--- src/rtl/uart_pkg.sv ---
// Shared UART definitions: TX FSM encoding, register map, status bit positions, baud divider.
// The PARITY state exists only when UART_FIFO_PERIF_PARITY_EN is defined.
package uart_pkg;

  localparam int CLK_DIV_115200 = 234;  // 27 MHz / 115200 baud

  typedef enum logic [2:0] {
    IDLE,
    START,
    DATA,
`ifdef UART_FIFO_PERIF_PARITY_EN
    PARITY,
`endif
    STOP
  } tx_state_t;

  localparam logic [1:0] ADDR_DATA   = 2'd0;
  localparam logic [1:0] ADDR_STATUS = 2'd1;
  localparam logic [1:0] ADDR_CTRL   = 2'd2;
  localparam logic [1:0] ADDR_RSVD   = 2'd3;

  localparam int STAT_BUSY  = 0;
  localparam int STAT_FULL  = 1;
  localparam int STAT_EMPTY = 2;
  localparam int STAT_OVF   = 3;

endpackage

--- src/rtl/uart_sync_fifo.sv ---
// Single-clock show-ahead FIFO; rdata is the head entry whenever empty is low.
// Pushes while full and pops while empty are ignored; fullness is judged before a same-cycle pop.
module uart_sync_fifo #(
  parameter int WIDTH = 8,
  parameter int DEPTH = 16
) (
  input  logic                   clk,
  input  logic                   rst,
  input  logic                   push,
  input  logic                   pop,
  input  logic [WIDTH-1:0]       wdata,
  output logic [WIDTH-1:0]       rdata,
  output logic                   full,
  output logic                   empty,
  output logic [$clog2(DEPTH):0] level
);
  localparam int AW = $clog2(DEPTH);

  logic [WIDTH-1:0] mem [DEPTH];
  logic [AW-1:0]    wr_ptr;
  logic [AW-1:0]    rd_ptr;
  logic [AW:0]      count;
  logic             do_push;
  logic             do_pop;

  assign do_push = push & ~full;
  assign do_pop  = pop & ~empty;

  always_ff @(posedge clk) begin
    if (rst) begin
      wr_ptr <= '0;
      rd_ptr <= '0;
      count  <= '0;
    end else begin
      if (do_push) wr_ptr <= wr_ptr + 1'b1;
      if (do_pop)  rd_ptr <= rd_ptr + 1'b1;
      count <= count + (AW+1)'(do_push) - (AW+1)'(do_pop);
    end
  end

  always_ff @(posedge clk) begin
    if (do_push) mem[wr_ptr] <= wdata;
  end

  assign rdata = mem[rd_ptr];
  assign full  = (count == (AW+1)'(DEPTH));
  assign empty = (count == '0);
  assign level = count;

endmodule

--- src/rtl/uart_fifo_perif.sv ---
// 6502-bus UART transmitter with TX FIFO; parity bit enabled by UART_FIFO_PERIF_PARITY_EN.
// The CPU read-data port is named dout because "do" is a reserved word in SystemVerilog.
module uart_fifo_perif
  import uart_pkg::*;
#(
  parameter int CLK_DIV    = CLK_DIV_115200,
  parameter int FIFO_DEPTH = 16
) (
  input  logic       clk,
  input  logic       rst,
  input  logic       cs,
  input  logic       we,
  input  logic [1:0] addr,
  input  logic [7:0] di,
  output logic [7:0] dout,
  output logic       tx,
  output logic       busy,
  output logic       irq
);
  localparam int CNT_W = $clog2(CLK_DIV);
  localparam int LVL_W = $clog2(FIFO_DEPTH) + 1;

  tx_state_t        state, state_n;
  logic [CNT_W-1:0] cnt, cnt_n;
  logic [2:0]       bit_idx, bit_idx_n;
  logic [7:0]       shreg, shreg_n;
  logic             tx_n;
  logic             bit_end;

  logic [1:0]       ctrl;
  logic             ctrl_par_wr;
  logic             overflow;
  logic [7:0]       rdata;

  logic             wr_acc, rd_acc, stat_rd;
  logic             push, pop, full, empty;
  logic [7:0]       fifo_q;
  logic [LVL_W-1:0] level;

`ifdef UART_FIFO_PERIF_PARITY_EN
  function automatic logic parity_bit(input logic [7:0] d, input logic odd);
    return (^d) ^ odd;
  endfunction
  assign ctrl_par_wr = di[1];
`else
  assign ctrl_par_wr = 1'b0;
`endif

  assign wr_acc  = cs & we & ~rst;
  assign rd_acc  = cs & ~we & ~rst;
  assign stat_rd = rd_acc & (addr == ADDR_STATUS);
  assign push    = wr_acc & (addr == ADDR_DATA);

  uart_sync_fifo #(
    .WIDTH (8),
    .DEPTH (FIFO_DEPTH)
  ) u_fifo (
    .clk   (clk),
    .rst   (rst),
    .push  (push),
    .pop   (pop),
    .wdata (di),
    .rdata (fifo_q),
    .full  (full),
    .empty (empty),
    .level (level)
  );

  always_comb begin
    rdata = '0;
    case (addr)
      ADDR_DATA:   rdata[LVL_W-1:0] = level;
      ADDR_STATUS: begin
        rdata[STAT_OVF]   = overflow;
        rdata[STAT_EMPTY] = empty;
        rdata[STAT_FULL]  = full;
        rdata[STAT_BUSY]  = busy;
      end
      ADDR_CTRL:   rdata[1:0] = ctrl;
      default:     rdata = '0;
    endcase
  end

  // Bus side: control register, sticky overflow, registered read data and irq
  always_ff @(posedge clk) begin
    if (rst) begin
      ctrl     <= '0;
      overflow <= 1'b0;
      dout     <= '0;
      irq      <= 1'b0;
    end else begin
      if (wr_acc && addr == ADDR_CTRL) ctrl <= {ctrl_par_wr, di[0]};
      overflow <= (push & full) | (overflow & ~stat_rd);
      dout     <= rd_acc ? rdata : 8'h00;
      irq      <= ctrl[0] & empty & ~busy;
    end
  end

  // TX state register; tx and busy are registered from the next state
  always_ff @(posedge clk) begin
    if (rst) begin
      state   <= IDLE;
      cnt     <= '0;
      bit_idx <= '0;
      tx      <= 1'b1;
      busy    <= 1'b0;
    end else begin
      state   <= state_n;
      cnt     <= cnt_n;
      bit_idx <= bit_idx_n;
      tx      <= tx_n;
      busy    <= (state_n != IDLE);
    end
  end

  always_ff @(posedge clk) begin
    shreg <= shreg_n;
  end

  always_comb begin
    state_n   = state;
    cnt_n     = cnt;
    bit_idx_n = bit_idx;
    shreg_n   = shreg;
    pop       = 1'b0;
    tx_n      = 1'b1;
    bit_end   = (cnt == CNT_W'(CLK_DIV - 1));

    if (state != IDLE) cnt_n = bit_end ? '0 : cnt + 1'b1;

    case (state)
      IDLE: if (!empty) begin
        pop     = 1'b1;
        shreg_n = fifo_q;
        cnt_n   = '0;
        state_n = START;
      end
      START: if (bit_end) begin
        bit_idx_n = '0;
        state_n   = DATA;
      end
      DATA: if (bit_end) begin
        // Index holds at 7 after the last data bit; it is cleared in STOP.
        if (bit_idx == 3'd7) begin
`ifdef UART_FIFO_PERIF_PARITY_EN
          state_n = PARITY;
`else
          state_n = STOP;
`endif
        end else begin
          bit_idx_n = bit_idx + 1'b1;
        end
      end
`ifdef UART_FIFO_PERIF_PARITY_EN
      PARITY: if (bit_end) state_n = STOP;
`endif
      STOP: if (bit_end) begin
        bit_idx_n = '0;
        if (!empty) begin
          pop     = 1'b1;
          shreg_n = fifo_q;
          state_n = START;
        end else begin
          state_n = IDLE;
        end
      end
      default: state_n = IDLE;
    endcase

    case (state_n)
      START:   tx_n = 1'b0;
      DATA:    tx_n = shreg_n[bit_idx_n];
`ifdef UART_FIFO_PERIF_PARITY_EN
      PARITY:  tx_n = parity_bit(shreg_n, ctrl[1]);
`endif
      default: tx_n = 1'b1;
    endcase
  end

endmodule

--- config.mk ---
export PLATFORM = sky130hd
export DESIGN_NAME = uart_fifo_perif
export DESIGN_NICKNAME = d
export VERILOG_FILES = /design/src/rtl/uart_pkg.sv /design/src/rtl/uart_sync_fifo.sv /design/src/rtl/uart_fifo_perif.sv
export SDC_FILE = /design/constraint.sdc
export NUM_CORES = 1
export LEC_CHECK = 0
export CAP_MARGIN = 5
export CORE_AREA = 4 4 141 143
export DETAILED_ROUTE_END_ITERATION = 10
export DIE_AREA = 0 0 145 147
export PLACE_DENSITY_LB_ADDON = 0.3
export SETUP_SLACK_MARGIN = 0.02
export SLEW_MARGIN = 20
export SYNTH_ARGS = -nofsm -noshare
export SYNTH_HDL_FRONTEND = slang
export SYNTH_SLANG_ARGS = --single-unit
--- constraint.sdc ---
create_clock -name clk -period 8.4 [get_ports clk]
set_input_delay 1.68 -clock clk [delete_from_list [all_inputs] [get_ports clk]]
set_output_delay 1.68 -clock clk [all_outputs]
set_load 0.01 [all_outputs]
==> results of run 1 <==
[area by class of cell]
type / instances / share of cell area [%]
Clock inverter: 15 / 1.751
Tap cell: 234 / 3.532
Timing Repair Buffer: 25 / 2.898
Multi-Input combinational cell: 276 / 28.12
Sequential cell: 177 / 58.21
Clock buffer: 17 / 5.131
Inverter: 8 / 0.3622
[cells in the mapped netlist, types with 3 or more instances]
| cell | count | area share (%) |
|---|---|---|
| edfxtp_1 | 128 | 53 |
| nor2_1 | 51 | 2.6 |
| dfxtp_1 | 49 | 13 |
| mux4_2 | 32 | 9.8 |
| nand2_1 | 16 | 0.82 |
| a21oi_1 | 13 | 0.89 |
| ha_1 | 13 | 2.2 |
| nor3_1 | 13 | 0.89 |
| clkbuf_1 | 11 | 0.56 |
| nor2b_1 | 11 | 0.94 |
| xor2_1 | 11 | 1.3 |
| a211oi_1 | 8 | 0.82 |
| inv_1 | 8 | 0.41 |
| mux2i_1 | 8 | 1.1 |
| nand2b_1 | 8 | 0.68 |
| o21ai_0 | 7 | 0.48 |
| o22ai_1 | 7 | 0.60 |
| o31ai_1 | 7 | 0.72 |
| a21o_1 | 6 | 0.62 |
| buf_4 | 6 | 0.62 |
| nand4_1 | 6 | 0.51 |
| buf_2 | 5 | 0.34 |
| xnor2_1 | 5 | 0.60 |
| nand3_1 | 4 | 0.27 |
| o311ai_0 | 4 | 0.48 |
| and3_1 | 3 | 0.26 |
| buf_6 | 3 | 0.46 |
| nor4b_1 | 3 | 0.36 |
| or3_1 | 3 | 0.26 |
[report_power, final]
part	switching, mW	internal (mW)
clock network	0.355	0.417
logic	0.226	0.211
registers	0.0335	0.980
[per-layer routing]
| layer | track usage, % | part of all wire, % |
|---|---|---|
| met5 | 0 | 0 |
| met4 | 5.036 | 1.5 |
| met3 | 3.239 | 4.5 |
| met2 | 24.58 | 51 |
| met1 | 17.70 | 43 |
[cells by family after synthesis]
kind of cell    Yosys count  synth area share (%)
flops                   177                 65.90
xor+xnor                 16                 1.914
fa+ha+maj                14                 2.495
mux                      41                 11.09
compound gates           68                 6.631
other cells               1               0.05122
buf+inv                  35                 2.495
simple gates            133                 9.418
[flip-flops by register name, indices dropped and copies added, names as in the netlist, named ones only]
register / cells
overflow: 1
tx: 1
u_fifo.mem: 128
state: 3
irq: 1
shreg: 8
u_fifo.wr_ptr: 4
bit_idx: 3
ctrl: 1
busy: 1
u_fifo.level: 5
u_fifo.rd_ptr: 4
dout: 5
cnt: 8
[through the flow]
stage               setup WS (ps)  area, sq um
finish                       4216         8290
global route                 4081         8290
CTS                          4166         8284
detailed placement           3726         7714
global placement             3952         7714
floorplan                    4701         7332
[worst paths after layout]
check                           cells past startpoint  slack (ps)               from                          to
worst max register to register                     12        5170  cnt[0]$_SDFF_PP0_  u_fifo.level[4]$_SDFF_PP0_
worst min-delay path                                1         460    busy$_SDFF_PP0_              irq$_SDFF_PP0_
worst max-delay path                                6        4220                rst  u_fifo.mem[3][5]$_DFFE_PP_
worst min register to register                      1         460    busy$_SDFF_PP0_              irq$_SDFF_PP0_
[worst max-delay path, delay by kind of cell]
family                 cells  cell delay (ps)
and+or+nand+nor            4             1890
buffers and inverters      2              640
==> results by group, run 1 <==
Clock tree
  – Worst skew pair latency: 430 ps
  – Post-CTS Resized: 0
  – CTS tree: done
  – Clk slew on worst S/H paths: 70 ps
  – Post-CTS Setup Bufs: 0
  – CTS sink count: 177
  – Root Driver: clkbuf_16
  – Hold Buf Count CTS: 0
  – Bufs on Longest Clock Path: 2
  – CTS buffer count: 17
  – Max H-tree Level: 4

GRT
  – Overflow after GRT: 0
  – GRT Util Overall: 14.22%
  – First-pass GRT wire length: 23090 microns
  – Initial antenna violation count: 0
  – Vias in the first global route: 4148
  – Pin count of the biggest net entering global routing: 33

Final layout
  – Sequential cell area: 0.004826 sq mm
  – Post-Route Utilization: 44.62%
  – Ant. Diodes: 0
  – Final #Nets: 533
  – Area of the multi-input gates: 0.002331 sq mm
  – Fill cells: 1602
  – Most frequent cells in the layout: edfxtp_1, nor2_1, dfxtp_1
  – Commonest non-fill, non-tap cell in the layout: edfxtp_1
  – Final std cells w/o fill: 752
  – P&R area growth vs syn: 13.25%
  – Layout cells sized above 1: 14.29%

STA
  – Period utilization: 49.80%
  – Final Skew: 10.77 ps
  – Fin. max-slew vios: 0
  – Setup violations, final: 0
  – Relative slew margins: 25.06%
  – Pin slew with the least headroom to its limit: 1116 ps
  – Max Clk Rate: 239.0 MHz
  – Hold_ws: 460.4 ps
  – Setup_tns: 0 ps
  – RSZ-0062 raised after global routing: false
  – Final hold vios: 0
  – Fin crit period: 4184 ps

Power
  – Pwr Density: 268.1 mW/mm^2
  – Pleak: 2.716 nW
  – Peak supply drop: 0.1508 mV
  – Design Power: 2.223 mW

Run
  – Max-cap violations: 0

Routing
  – Final ANT Viol Nets: 0
  – Starting DRT DRC Count: 284
  – Pre-Repair DR Iteration Count: 5
  – Post-route DRC: 0
  – Vias per Instance: 5.484
  – Vias: 4124
  – WL final: 14980 microns
  – DR WL/cell: 19.92 microns

Yosys
  – Post-synth EDFFs: 128
  – Sequential-to-total area share from yosys stat: 65.90%
  – Post-synth cell types: 55
  – Cell Area, Synth: 0.007321 sq mm
  – Synthesized flop and latch total: 177
  – Mean post-synth cell area: 15.09 sq um
  – Top FF cell, synth: edfxtp_1
  – Cell count after synthesis: 485
  – Yosys Warn Count: 0
  – Fraction of registers with async set/reset: 0%

Hold path
  – Min-Delay Path Class: flop to flop

Worst setup path
  – Setup crit start kind: input port
  – Slowest cell on the critical path: nor3_1
  – CP Max Fanout: 32
  – CP max stage delay: 890 ps
  – CP arrival: 4230 ps
  – Worst Path Required: 8450 ps
  – Most used cell, CP: nor3_1
  – Crit path capture type: flop
  – CP cell instances: clkdlybuf4s50_1 -> buf_4 -> nor3_1 -> and4b_1 -> nand2_1 -> nor3_1
  – Setup CP Type: input port to flop

Die
  – Die extent in y: 147 microns
  – Initial Util: 39.40%
  – Die X: 145 microns
  – Core Region: 0.01858 sq mm
  – IO Pins: 25
  – Die area: 0.02132 sq mm
  – Row cnt: 50

Placement
  – Placed wire-length estimate: 9799 microns
  – Placed Instances: 720
  – Port-buffer cells: 21
  – Placer Congestion: 0.8068

Outcome
  – Status: complete, no violations
No activity file was read; power rests on OpenSTA's default activity.
==> run 2: changes to the inputs <==
==> constraint.sdc (replaced) <==
create_clock -name clk -period 3.65 [get_ports clk]
set_input_delay 0.73 -clock clk [delete_from_list [all_inputs] [get_ports clk]]
set_output_delay 0.73 -clock clk [all_outputs]
set_load 0.01 [all_outputs]
==> run 2 against run 1 <==
Register-to-register slack got worse by 4500 ps. Design area is 2.2% higher. Clock power grew 130%. Critical path type is now flop to flop. Critical endpoint is now u_fifo.level[4]$_SDFF_PP0_.
==> results by group, run 2 (synthesis gave the netlist of run 1 again) <==
Outcome
  – Status: complete, no violations

Final layout
  – Fill cells: 1597 (-0.31%)
  – P&R area growth vs syn: 15.78%
  – Ant. Diodes: 0 (unchanged)
  – Top flop regs: u_fifo.mem (128), cnt (8), shreg (8)
  – Layout cells sized above 1: 17.41% (+3.1 points)
  – Post-Route Utilization: 45.62% (+1.0 points)
  – Commonest non-fill, non-tap cell in the layout: edfxtp_1
  – Most frequent cells in the layout: edfxtp_1, nor2_1, dfxtp_1
  – Final #Nets: 556 (+4.3%)
  – Max reg flops: 128 (unchanged)
  – Biggest register: u_fifo.mem

Die
  – Die extent in y: 147 microns (unchanged)
  – Die area: 0.02132 sq mm (unchanged)
  – Die X: 145 microns (unchanged)
  – Row cnt: 50 (unchanged)
  – Initial Util: 39.40% (unchanged)
  – Core Region: 0.01858 sq mm (unchanged)
  – IO Pins: 25 (unchanged)

Worst setup path
  – CP arrival: 3360 ps (-870 ps)
  – CP Max Fanout: 8 (-75%)
  – CP cell instances: inv_1 -> ha_1 -> or4b_4 -> nand2b_1 -> or3_1 -> nand2_1 -> ha_1 -> fa_1 -> a21oi_1 -> nor2_1 -> or3_1 -> a21oi_1
  – Kind of cell adding the most delay to the critical path: simple AND/OR/NAND/NOR gates
  – Worst Path Required: 4000 ps (-4450 ps)
  – R2r endpoint: u_fifo.level[4]$_SDFF_PP0_
  – CP max stage delay: 500 ps (-390 ps)
  – Reg2reg start: u_fifo.level[2]$_SDFF_PP0_
  – Reg-to-reg slack, setup: 640 ps (-4530 ps)
  – Worst Reg-to-Reg Cells: 12 (unchanged)
  – Setup crit start kind: flop
  – Crit path buffers/inverters: 1 (-1)
  – Setup CP Type: flop to flop
  – Crit path capture type: flop
  – Slowest cell on the critical path: or4b_4

GRT
  – Initial antenna violation count: 0 (unchanged)
  – Pin count of the biggest net entering global routing: 32 (-3.0%)
  – First-pass GRT wire length: 23960 microns (+3.8%)
  – Overflow after GRT: 0 (unchanged)
  – GRT Util Overall: 14.67% (+0.44 points)
  – Vias in the first global route: 4229 (+2.0%)

Placement
  – Port-buffer cells: 21 (unchanged)
  – Placed wire-length estimate: 10460 microns (+6.8%)
  – Placer Congestion: 0.7665 (-5.0%)
  – Pre-CTS WS: 537.3 ps (-3189 ps)

Clock tree
  – CTS sink count: 177 (unchanged)
  – Root Driver: clkbuf_16
  – Post-CTS Resized: 0 (unchanged)
  – Max H-tree Level: 4 (unchanged)
  – Clk slew on worst S/H paths: 70 ps (about the same)
  – CTS tree: done
  – Hold Buf Count CTS: 0 (unchanged)
  – CTS buffer count: 17 (unchanged)
  – Worst skew pair latency: 420 ps (about the same)
  – Bufs on Longest Clock Path: 2 (unchanged)
  – Post-CTS Setup Bufs: 0 (unchanged)

STA
  – Pin slew with the least headroom to its limit: 788.6 ps (-326.9 ps)
  – Final hold vios: 0 (unchanged)
  – RSZ-0062 raised after global routing: false
  – Fin crit period: 3010 ps
  – Relative slew margins: 47.35% (+22 points)
  – Final WS setup: 640.3 ps (-3576 ps)
  – Final Skew: 8.185 ps (-2.589 ps)
  – Fin. max-slew vios: 0 (unchanged)
  – Setup_tns: 0 ps (unchanged)
  – Setup violations, final: 0 (unchanged)
  – Max Clk Rate: 332.3 MHz
  – Period utilization: 82.46%

Routing
  – Vias per Instance: 5.411 (-1.3%)
  – Pre-Repair DR Iteration Count: 5 (unchanged)
  – Post-route DRC: 0 (unchanged)
  – Final ANT Viol Nets: 0 (unchanged)
  – Starting DRT DRC Count: 307 (+8.1%)
  – Vias: 4188 (+1.6%)
  – WL final: 15080 microns (+0.66%)
  – DR WL/cell: 19.48 microns (-2.2%)

Run
  – Max-cap violations: 0 (unchanged)

Power
  – Pwr Density: 612.4 mW/mm^2 (+130%)
  – Design Power: 5.190 mW (+130%)
  – Peak supply drop: 0.3339 mV (+120%)
  – Pleak: 2.837 nW (+4.5%)

Hold path
  – Hold path cells: 1 (unchanged)
  – Worst Hold End: shreg[6]$_DFF_P_
  – Min-Delay Path Class: flop to flop
  – Hold Crit Start: shreg[6]$_DFF_P_
run 2: power by group:
part | internal (mW) | switching [mW]
Combinational | 0.514 | 0.492
Sequential | 2.26 | 0.115
Clock | 1.07 | 0.742
run 2: cell type report:
cell class,instances,area (sq um),share of cell area [%]
clock buffers,17,425.4,5.019
clock inverters,14,163.9,1.934
inverters,8,30.03,0.3543
multi-input cells,276,2325,27.43
flip-flops and latches,177,4826,56.94
well taps,234,292.8,3.454
repair buffers,48,412.9,4.872
run 2: through the flow:
step | instance area [sq um] | hold slack, ps | cells
detailed placement | 7886 | 442.2 | 743
global placement | 7886 | 440.9 | 743
floorplan | 7332 | 427.3 | 488
global route | 8476 | 491.1 | 774
CTS | 8476 | 456.8 | 774
finish | 8476 | 452.3 | 774
run 2: worst max-delay path by stage:
| stage | slack [ps] | end | depth (start not counted) | start |
|---|---|---|---|---|
| after CTS | 620 | u_fifo.level[4]$_SDFF_PP0_ | 12 | u_fifo.level[2]$_SDFF_PP0_ |
| after detailed placement | 540 | u_fifo.level[4]$_SDFF_PP0_ | 9 | addr[0] |
| after global routing | 440 | u_fifo.level[4]$_SDFF_PP0_ | 12 | u_fifo.level[2]$_SDFF_PP0_ |
| final | 640 | u_fifo.level[4]$_SDFF_PP0_ | 12 | u_fifo.level[2]$_SDFF_PP0_ |
| after floorplan | 790 | u_fifo.level[4]$_SDFF_PP0_ | 14 | cnt[0]$_SDFF_PP0_ |
| after global placement | 560 | u_fifo.level[4]$_SDFF_PP0_ | 9 | addr[0] |
run 2: routing by layer:
layer  up-vias  part of all wire [%]  global-route usage (%)
met5         -                     0                       0
met4         0                   1.1                   4.418
met3        14                   4.9                   3.671
met2        88                    51                   25.19
met1      2136                    43                   18.51
li1       1950                     -                       -
==> run 3: changes to the inputs <==
==> constraint.sdc (replaced) <==
create_clock -name clk -period 2.7 [get_ports clk]
set_input_delay 0.54 -clock clk [delete_from_list [all_inputs] [get_ports clk]]
set_output_delay 0.54 -clock clk [all_outputs]
set_load 0.01 [all_outputs]
==> run 3 against run 2 <==
Critical path depth unchanged. Sequential power is 35% higher. Clock power increased by 39%. Setup slack worse by 590 ps. Sequential cell count did not move. Die area stayed put. Critical path type unchanged. Critical endpoint unchanged. Largest cell class unchanged. Largest power group unchanged.
==> results by group, run 3 (synthesis gave the netlist of run 1 again) <==
Power
  – Pleak: 3.051 nW (+7.5%)
  – Pwr Density: 827.5 mW/mm^2 (+35%)
  – Internal: 5.398 mW (+41%)
  – Peak supply drop: 0.4599 mV (+38%)
  – Design Power: 7.298 mW (+41%)
  – Clk pwr share: 34.3% (-0.7 points)
  – Switching pwr: 1.900 mW (+41%)
  – Sw Share: 26.03% (+0.056 points)
  – Gate power share: 22.0% (+2.6 points)
  – Seq pwr share: 43.7% (-2.0 points)

Final layout
  – Final std cells w/o fill: 811 (+4.8%)
  – Layout cells sized above 1: 24.96% (+7.5 points)
  – Post-Route Utilization: 47.47% (+1.9 points)
  – Ant. Diodes: 0 (unchanged)
  – Biggest register: u_fifo.mem
  – Sequential cell area: 0.004833 sq mm (+0.16%)
  – Top flop regs: u_fifo.mem (128), cnt (8), shreg (8)
  – Fill cells: 1558 (-2.4%)
  – Design Area, Final: 0.008820 sq mm (+4.1%)
  – P&R area growth vs syn: 20.48%
  – Commonest non-fill, non-tap cell in the layout: edfxtp_1
  – Area of the multi-input gates: 0.002349 sq mm (+1.0%)
  – Most frequent cells in the layout: edfxtp_1, buf_4, nor2_1
  – Final #Nets: 593 (+6.7%)
  – Max reg flops: 128 (unchanged)

Worst setup path
  – Crit. path cell count: 12 (unchanged)
  – Crit path buffers/inverters: 0 (-1)
  – Setup crit start kind: flop
  – Most used cell, CP: nand2_1
  – Worst Path Required: 3050 ps (-950 ps)
  – Kind of cell adding the most delay to the critical path: simple AND/OR/NAND/NOR gates
  – CP arrival: 3000 ps (-360 ps)
  – CP max stage delay: 370 ps (-130 ps)
  – Slowest cell on the critical path: dfxtp_4
  – CP Max Fanout: 6 (-2)
  – Setup CP Type: flop to flop
  – CP cell instances: ha_1 -> and4b_2 -> a41oi_4 -> or2_1 -> nand2_1 -> nand2_1 -> ha_2 -> fa_2 -> a21oi_2 -> nor2_1 -> or3_1 -> a21oi_1
  – Crit path capture type: flop
  – Worst Reg-to-Reg Cells: 12 (unchanged)

GRT
  – First-pass GRT wire length: 23500 microns (-1.9%)
  – GRT Util Overall: 14.32% (-0.34 points)
  – GR Util met2: 23.97% (-1.2 points)
  – Initial antenna violation count: 0 (unchanged)
  – Overflow after GRT: 0 (unchanged)
  – Pin count of the biggest net entering global routing: 32 (unchanged)
  – Vias in the first global route: 4341 (+2.6%)
  – Most Crowded Layer GR: met2
  – GR Util met1: 18.40% (-0.11 points)
  – Met3 GRT Util: 3.177% (-0.49 points)

Hold path
  – Hold path cells: 1 (unchanged)
  – Min-Delay Path Class: flop to flop

STA
  – Hold_ws: 457.5 ps (+5.224 ps)
  – Fin. max-slew vios: 0 (unchanged)
  – Final WS setup: 54.44 ps (-585.9 ps)
  – Setup violations, final: 0 (unchanged)
  – Max Clk Rate: 378.0 MHz (+14%)
  – Final hold vios: 0 (unchanged)
  – Pin slew with the least headroom to its limit: 640.9 ps (-147.8 ps)
  – Period utilization: 97.98% (+16 points)
  – Setup_tns: 0 ps (unchanged)
  – Relative slew margins: 57.14% (+9.8 points)
  – RSZ-0062 raised after global routing: true
  – Final Skew: 10.07 ps (+1.884 ps)
  – Fin crit period: 2646 ps (-364.1 ps)

Routing
  – WL final: 14760 microns (-2.1%)
  – Final ANT Viol Nets: 0 (unchanged)
  – Pre-Repair DR Iteration Count: 5 (unchanged)
  – Post-route DRC: 0 (unchanged)
  – Vias: 4275 (+2.1%)
  – DR WL/cell: 18.19 microns (-6.6%)
  – Starting DRT DRC Count: 258 (-16%)
  – Vias per Instance: 5.271 (-2.6%)

Placement
  – Area post-placement: 0.008119 sq mm (+3.0%)
  – Placer Congestion: 0.7959 (+3.8%)
  – Port-buffer cells: 21 (unchanged)
  – Placed Instances: 770 (+3.6%)
  – Placed wire-length estimate: 10340 microns (-1.1%)
  – Pre-CTS WS: 24.92 ps (-512.3 ps)

Outcome
  – Status: complete, no violations

Clock tree
  – CTS sink count: 177 (unchanged)
  – Max H-tree Level: 4 (unchanged)
  – CTS tree: done
  – Worst skew pair latency: 430 ps (about the same)
  – Bufs on Longest Clock Path: 2 (unchanged)
  – Clk slew on worst S/H paths: 60 ps (about the same)
  – Root Driver: clkbuf_16
  – CTS buffer count: 17 (unchanged)

Run
  – Max-cap violations: 0 (unchanged)

Die
  – Initial Util: 39.40% (unchanged)
  – Core Region: 0.01858 sq mm (unchanged)
  – IO Pins: 25 (unchanged)
  – Die extent in y: 147 microns (unchanged)
  – Row cnt: 50 (unchanged)
  – Die area: 0.02132 sq mm (unchanged)
  – Die X: 145 microns (unchanged)
## run 3: timing repair
item                                    in CTS  in global routing
gates resized for setup                      0                 10
pin swaps                                    0                  3
endpoints found under the setup margin       1                  2
setup buffers                                1                  9
hold buffers                                 0                  0
## run 3: final timing paths
kind	startpoint	to	slack, ps
setup / recovery	cnt[0]$_SDFF_PP0_	u_fifo.level[4]$_SDFF_PP0_	50
hold / removal	shreg[2]$_DFF_P_	shreg[2]$_DFF_P_	460
setup reg to reg	cnt[0]$_SDFF_PP0_	u_fifo.level[4]$_SDFF_PP0_	50
hold reg to reg	shreg[2]$_DFF_P_	shreg[2]$_DFF_P_	460
## run 3: area by class of cell
class                      instances  area share [%]
sequential                       177           54.80
timing repair buffer              85           8.015
inverter                           8          0.3405
multi-input combinational        276           26.63
tap                              234           3.320
clock buffer                      18           4.866
clock inverter                    13           2.029
## run 3: per-layer routing
layer / part of all wire (%) / up-vias
met1: 44 / 2126
met4: 1.5 / 0
met2: 50 / 111
met3: 4.8 / 14
met5: 0 / -
li1: - / 2024
## run 3: power by group through the flow
stage | clock network, mW | registers, mW | logic (mW)
floorplan | 0 | 3.18 | 1.15
global placement | 0 | 3.24 | 1.52
detailed placement | 0 | 3.24 | 1.53
CTS | 2.55 | 3.18 | 1.54
global route | 2.67 | 3.21 | 1.79
finish | 2.51 | 3.19 | 1.61
